<file path="src/rtl/hex_segment_reader.sv">
// Seven-segment readback monitor: debounces the active-low segment bus and decodes each
// digit back to a hex nibble, flagging blank and illegal patterns.
module hex_segment_reader #(
    parameter int unsigned NUM_DIGITS    = 6,
    parameter int unsigned STABLE_CYCLES = 4
) (
    input  logic                    clock,
    input  logic                    reset,
    input  logic [7*NUM_DIGITS-1:0] seg_in,
    output logic [4*NUM_DIGITS-1:0] value,
    output logic [NUM_DIGITS-1:0]   blank,
    output logic [NUM_DIGITS-1:0]   err,
    output logic                    update,
    output logic                    stable,
    output logic [15:0]             update_count
);

    localparam logic [7:0] StableMax = 8'(STABLE_CYCLES);

    logic [7*NUM_DIGITS-1:0] samp;
    logic [7:0]              cnt;
    logic                    first;

    logic [4*NUM_DIGITS-1:0] dec_value;
    logic [NUM_DIGITS-1:0]   dec_blank;
    logic [NUM_DIGITS-1:0]   dec_err;
    logic [5:0]              dec_digit;
    logic                    same;
    logic                    capture;
    logic                    changed;

    // Returns {err, blank, nibble}; blank and illegal codes both decode to nibble 0.
    function automatic logic [5:0] decode(input logic [6:0] code);
        logic [5:0] r;
        r = 6'b000000;
        case (code)
            7'h40: r[3:0] = 4'h0;
            7'h79: r[3:0] = 4'h1;
            7'h24: r[3:0] = 4'h2;
            7'h30: r[3:0] = 4'h3;
            7'h19: r[3:0] = 4'h4;
            7'h12: r[3:0] = 4'h5;
            7'h02: r[3:0] = 4'h6;
            7'h78: r[3:0] = 4'h7;
            7'h00: r[3:0] = 4'h8;
            7'h18: r[3:0] = 4'h9;
            7'h08: r[3:0] = 4'hA;
            7'h03: r[3:0] = 4'hB;
            7'h46: r[3:0] = 4'hC;
            7'h21: r[3:0] = 4'hD;
            7'h06: r[3:0] = 4'hE;
            7'h0E: r[3:0] = 4'hF;
            7'h7F: r[4]   = 1'b1;
            default: r[5] = 1'b1;
        endcase
        return r;
    endfunction

    always_comb begin
        dec_value = '0;
        dec_blank = '0;
        dec_err   = '0;
        dec_digit = '0;
        for (int i = 0; i < int'(NUM_DIGITS); i++) begin
            dec_digit            = decode(samp[7*i +: 7]);
            dec_value[4*i +: 4]  = dec_digit[3:0];
            dec_blank[i]         = dec_digit[4];
            dec_err[i]           = dec_digit[5];
        end
    end

    always_comb begin
        same    = (seg_in == samp);
        capture = same && (cnt == StableMax - 8'd1);
        changed = first || ({dec_value, dec_blank, dec_err} != {value, blank, err});
    end

    always_ff @(posedge clock) begin
        if (reset) begin
            samp         <= {NUM_DIGITS{7'h7F}};
            cnt          <= 8'd0;
            first        <= 1'b1;
            value        <= '0;
            blank        <= '1;
            err          <= '0;
            update       <= 1'b0;
            stable       <= 1'b0;
            update_count <= 16'd0;
        end else begin
            update <= 1'b0;
            if (!same) begin
                samp   <= seg_in;
                cnt    <= 8'd0;
                stable <= 1'b0;
            end else if (cnt != StableMax) begin
                cnt    <= cnt + 8'd1;
                stable <= (cnt + 8'd1 == StableMax);
            end else begin
                stable <= 1'b1;
            end
            // A pattern identical to the held one (e.g. after a glitch) is not re-reported.
            if (capture && changed) begin
                value        <= dec_value;
                blank        <= dec_blank;
                err          <= dec_err;
                update       <= 1'b1;
                update_count <= update_count + 16'd1;
                first        <= 1'b0;
            end
        end
    end

endmodule

</file>
<file path="config.mk">
export PLATFORM = sky130hd
export DESIGN_NAME = hex_segment_reader
export DESIGN_NICKNAME = d
export VERILOG_FILES = /design/src/rtl/hex_segment_reader.sv
export SDC_FILE = /design/constraint.sdc
export NUM_CORES = 1
export LEC_CHECK = 0
export CORE_MARGIN = 2
export CORE_UTILIZATION = 60
export DETAILED_ROUTE_END_ITERATION = 8
export GPL_TIMING_DRIVEN = 0
export PLACE_DENSITY = 0.87
export SYNTH_ARGS = -nofsm -noshare
export SYNTH_HDL_FRONTEND = slang
export SYNTH_SLANG_ARGS = --single-unit
</file>
<file path="constraint.sdc">
create_clock -name clock -period 7 [get_ports clock]
set_clock_uncertainty 0.15 [all_clocks]
set_input_delay 1.4 -clock clock [delete_from_list [all_inputs] [get_ports clock]]
set_output_delay 1.4 -clock clock [all_outputs]
set_load 0.03 [all_outputs]
</file>
==> results by group <==
Synth
  – Synth top area cells: dfxtp_1 (30%), xnor2_1 (6.8%), xor2_1 (5.1%)
  – Synth Warn #: 0
  – Asr flop ratio synth: 0%
  – Synthesized Nets: 903
  – Synth top area share: 30.09%
  – Synth cell types: 85
  – Synth Flop Type: dfxtp_1
  – Post-Synthesis Cells: 856
  – Post-synthesis cell area: 0.006985 mm^2
  – Seq/Total Area, Yosys: 30.09%
  – Post-synth EDFFs: 0
  – Syn Area/Cell: 8.161 um^2
  – Largest area contributor in the netlist: dfxtp_1
  – Flops & latches, synth: 105

Setup path
  – Critical path required time: 7090 ps
  – CP peak stage delay: 530 ps
  – CP max FO: 10
  – Crit path max-delay family: simple AND/OR/NAND/NOR gates
  – Slowest stage cell on the critical path: a2111oi_0
  – Critical Path Source Type: input port
  – Crit path kind: in2reg
  – Crit path capture type: flop
  – WP buf/inv: 2
  – Cell chain of the critical path: clkdlybuf4s50_1 -> xnor2_1 -> nand4_1 -> nor4_1 -> nand4_1 -> nor4_1 -> nand2_1 -> clkbuf_1 -> a2111oi_0 -> xnor2_1 -> nor2_1
  – Critical path arrival: 4800 ps
  – FF-to-FF setup slack: 2980 ps

Power
  – Sequential power share: 42.9%
  – Cell Int Power: 1.086 mW
  – Peak supply drop: 190.1 uV
  – Clock group share of total power: 43.1%
  – Switching Fraction: 25.35%
  – Switch Pwr: 0.3689 mW
  – Static leakage power: 3.092 nW
  – Pwr per Cell Area: 171.2 mW/mm^2
  – Combinational share of power: 14.0%

Floorplan
  – Die W: 111.9 um
  – Core Box Area: 0.01137 mm^2
  – Initial Utilization: 61.44%
  – Number of I/O pins: 98
  – Site Rows: 39
  – Die area: 0.01252 mm^2
  – Die height: 111.9 um

Drt
  – Final ANT Viol Nets: 0
  – Vias: 6946
  – Pre-antenna DRT Iters: 5
  – Wire per inst: 18.50 um
  – Vias/cell: 6.246
  – Initial DRC count: 722
  – Final wirelength: 20.57 mm
  – # DRC: 0

Layout
  – Register area: 0.002102 mm^2
  – Area of the multi-input gates: 0.004512 mm^2
  – Share of cells above drive strength 1: 11.66%
  – # fillers: 901
  – Most frequent cells in the layout: dfxtp_1 (105), clkdlybuf4s50_1 (97), nor2_1 (83)
  – Non-filler instance count after layout: 1112
  – Final #Nets: 1011
  – N_diodes: 0
  – Most common cell after layout, fill and taps aside: dfxtp_1
  – Util after Layout: 74.79%
  – Syn-to-layout area delta: 21.73%

Timing
  – Final-report setup violation count: 0
  – Setup_tns: 0 ps
  – Fmax: 0.2122 GHz
  – RSZ-0062 raised after global routing: no
  – Slew HR: 53.20%
  – Hold Vio Cnt, Final: 0
  – Slew @ Worst Pin: 684.4 ps
  – Crit share post-route: 67.33%
  – Slew Limit Fails: 0
  – Min Tclk post-route: 4713 ps
  – Worst hold slack: 332.6 ps

Placement
  – Post-DP HPWL: 15.30 mm
  – # port buffers: 97
  – Gpl congestion: 0.9813
  – Placed cells: 1096

Clocking
  – Root Buffer: clkbuf_16
  – Worst-Skew Late Latency: 360 ps
  – Max clock buf depth: 2
  – CTS tree: yes
  – CTS resizes: 0
  – Cts hold-fix bufs: 0
  – CTS sink count: 105
  – CTS buffer count: 9
  – Worst-path clk slew: 70 ps
  – Htree depth: 3
  – Setup bufs post-CTS: 0

GRT
  – Largest net degree at the start of global routing: 18
  – Vias in the first global route: 6338
  – First-pass GRT wire length: 32.76 mm
  – GR Overflow Total: 0
  – Initial antenna violation count: 0
  – Tot GR Track Use: 32.53%

Run status
  – Status: finished clean

Worst hold path
  – Worst min-delay path category: reg2reg

Run
  – Max-cap violations: 0
[final timing paths]
kind,from,to,cells past startpoint
max reg2reg,samp[23],value[13],12
max,seg_in[40],update_count[13],11
min,first,first,1
min reg2reg,first,first,1
[power by group through the flow]
stage	registers (mW)	clock network [mW]	logic (mW)
4_1_cts	0.623	0.631	0.200
3_3_place_gp	0.637	0	0.198
5_1_grt	0.626	0.656	0.219
6_report	0.624	0.627	0.204
2_1_floorplan	0.633	0	0.132
3_5_place_dp	0.637	0	0.199
[layout make-up]
class / count / share of cell area, %
inverters: 17 / 0.7504
well taps: 143 / 2.104
flip-flops and latches: 105 / 24.72
clock inverters: 7 / 1.677
multi-input cells: 670 / 53.06
repair buffers: 97 / 11.42
plain buffers: 64 / 3.620
clock buffers: 9 / 2.649
[cell families after synthesis]
family	count (synthesis)	synth area share, %
flops	105	30.09
xor+xnor	95	11.91
buf+inv	81	5.319
fa+ha+maj	3	0.5374
mux	27	3.976
simple gates	401	33.17
compound gates	144	14.99
[stage by stage]
| step | area, um^2 | total power, mW | setup slack, ps |
|---|---|---|---|
| final | 8503 | 1.455 | 2287 |
| after global routing | 8503 | 1.502 | 2070 |
| after CTS | 8503 | 1.455 | 2353 |
| after detailed placement | 8135 | 0.8361 | 2006 |
| after global placement | 8135 | 0.8346 | 1996 |
| after floorplan | 6985 | 0.7646 | 3499 |
[per-layer routing]
| layer | track usage [%] | part of all wire (%) | up-vias |
|---|---|---|---|
| li1 | - | - | 3304 |
| met1 | 43.51 | 42 | 3266 |
| met2 | 51.96 | 46 | 328 |
| met3 | 8.002 | 8.9 | 48 |
| met4 | 10.37 | 2.9 | 0 |
| met5 | 0 | 0 | - |
[flip-flops by register name, indices dropped and copies added, names as in the netlist]
name,flops
stable,1
update_count,16
first,1
cnt,8
err,6
blank,6
samp,42
value,24
update,1
[synth_stat cells, types with 4 or more instances]
cell and instances:
nand4b_1 4, nand4_1 26, o21ai_0 12, nor2b_1 30, nand3_1 32, clkbuf_1 28
and2_1 7, mux2_1 5, and4_1 8, nor4b_1 13, a31oi_1 8, nor3b_1 6
nor2_1 83, or2_2 46, o31ai_1 5, and3b_1 5, or3_1 5, nor3_1 28
a32oi_1 9, inv_1 17, a211oi_1 13, o22ai_1 8, a21o_1 5, o21ai_1 5
and3_1 11, dfxtp_1 105, mux2i_1 21, xnor2_1 54, nand2b_1 14, nor4bb_1 10
nand3b_1 7, xor2_1 41, a21oi_1 31, nand2_1 37, buf_2 30, nor4_1 11
a211o_1 6, a22oi_1 4
(Power assumes the default switching activity.)
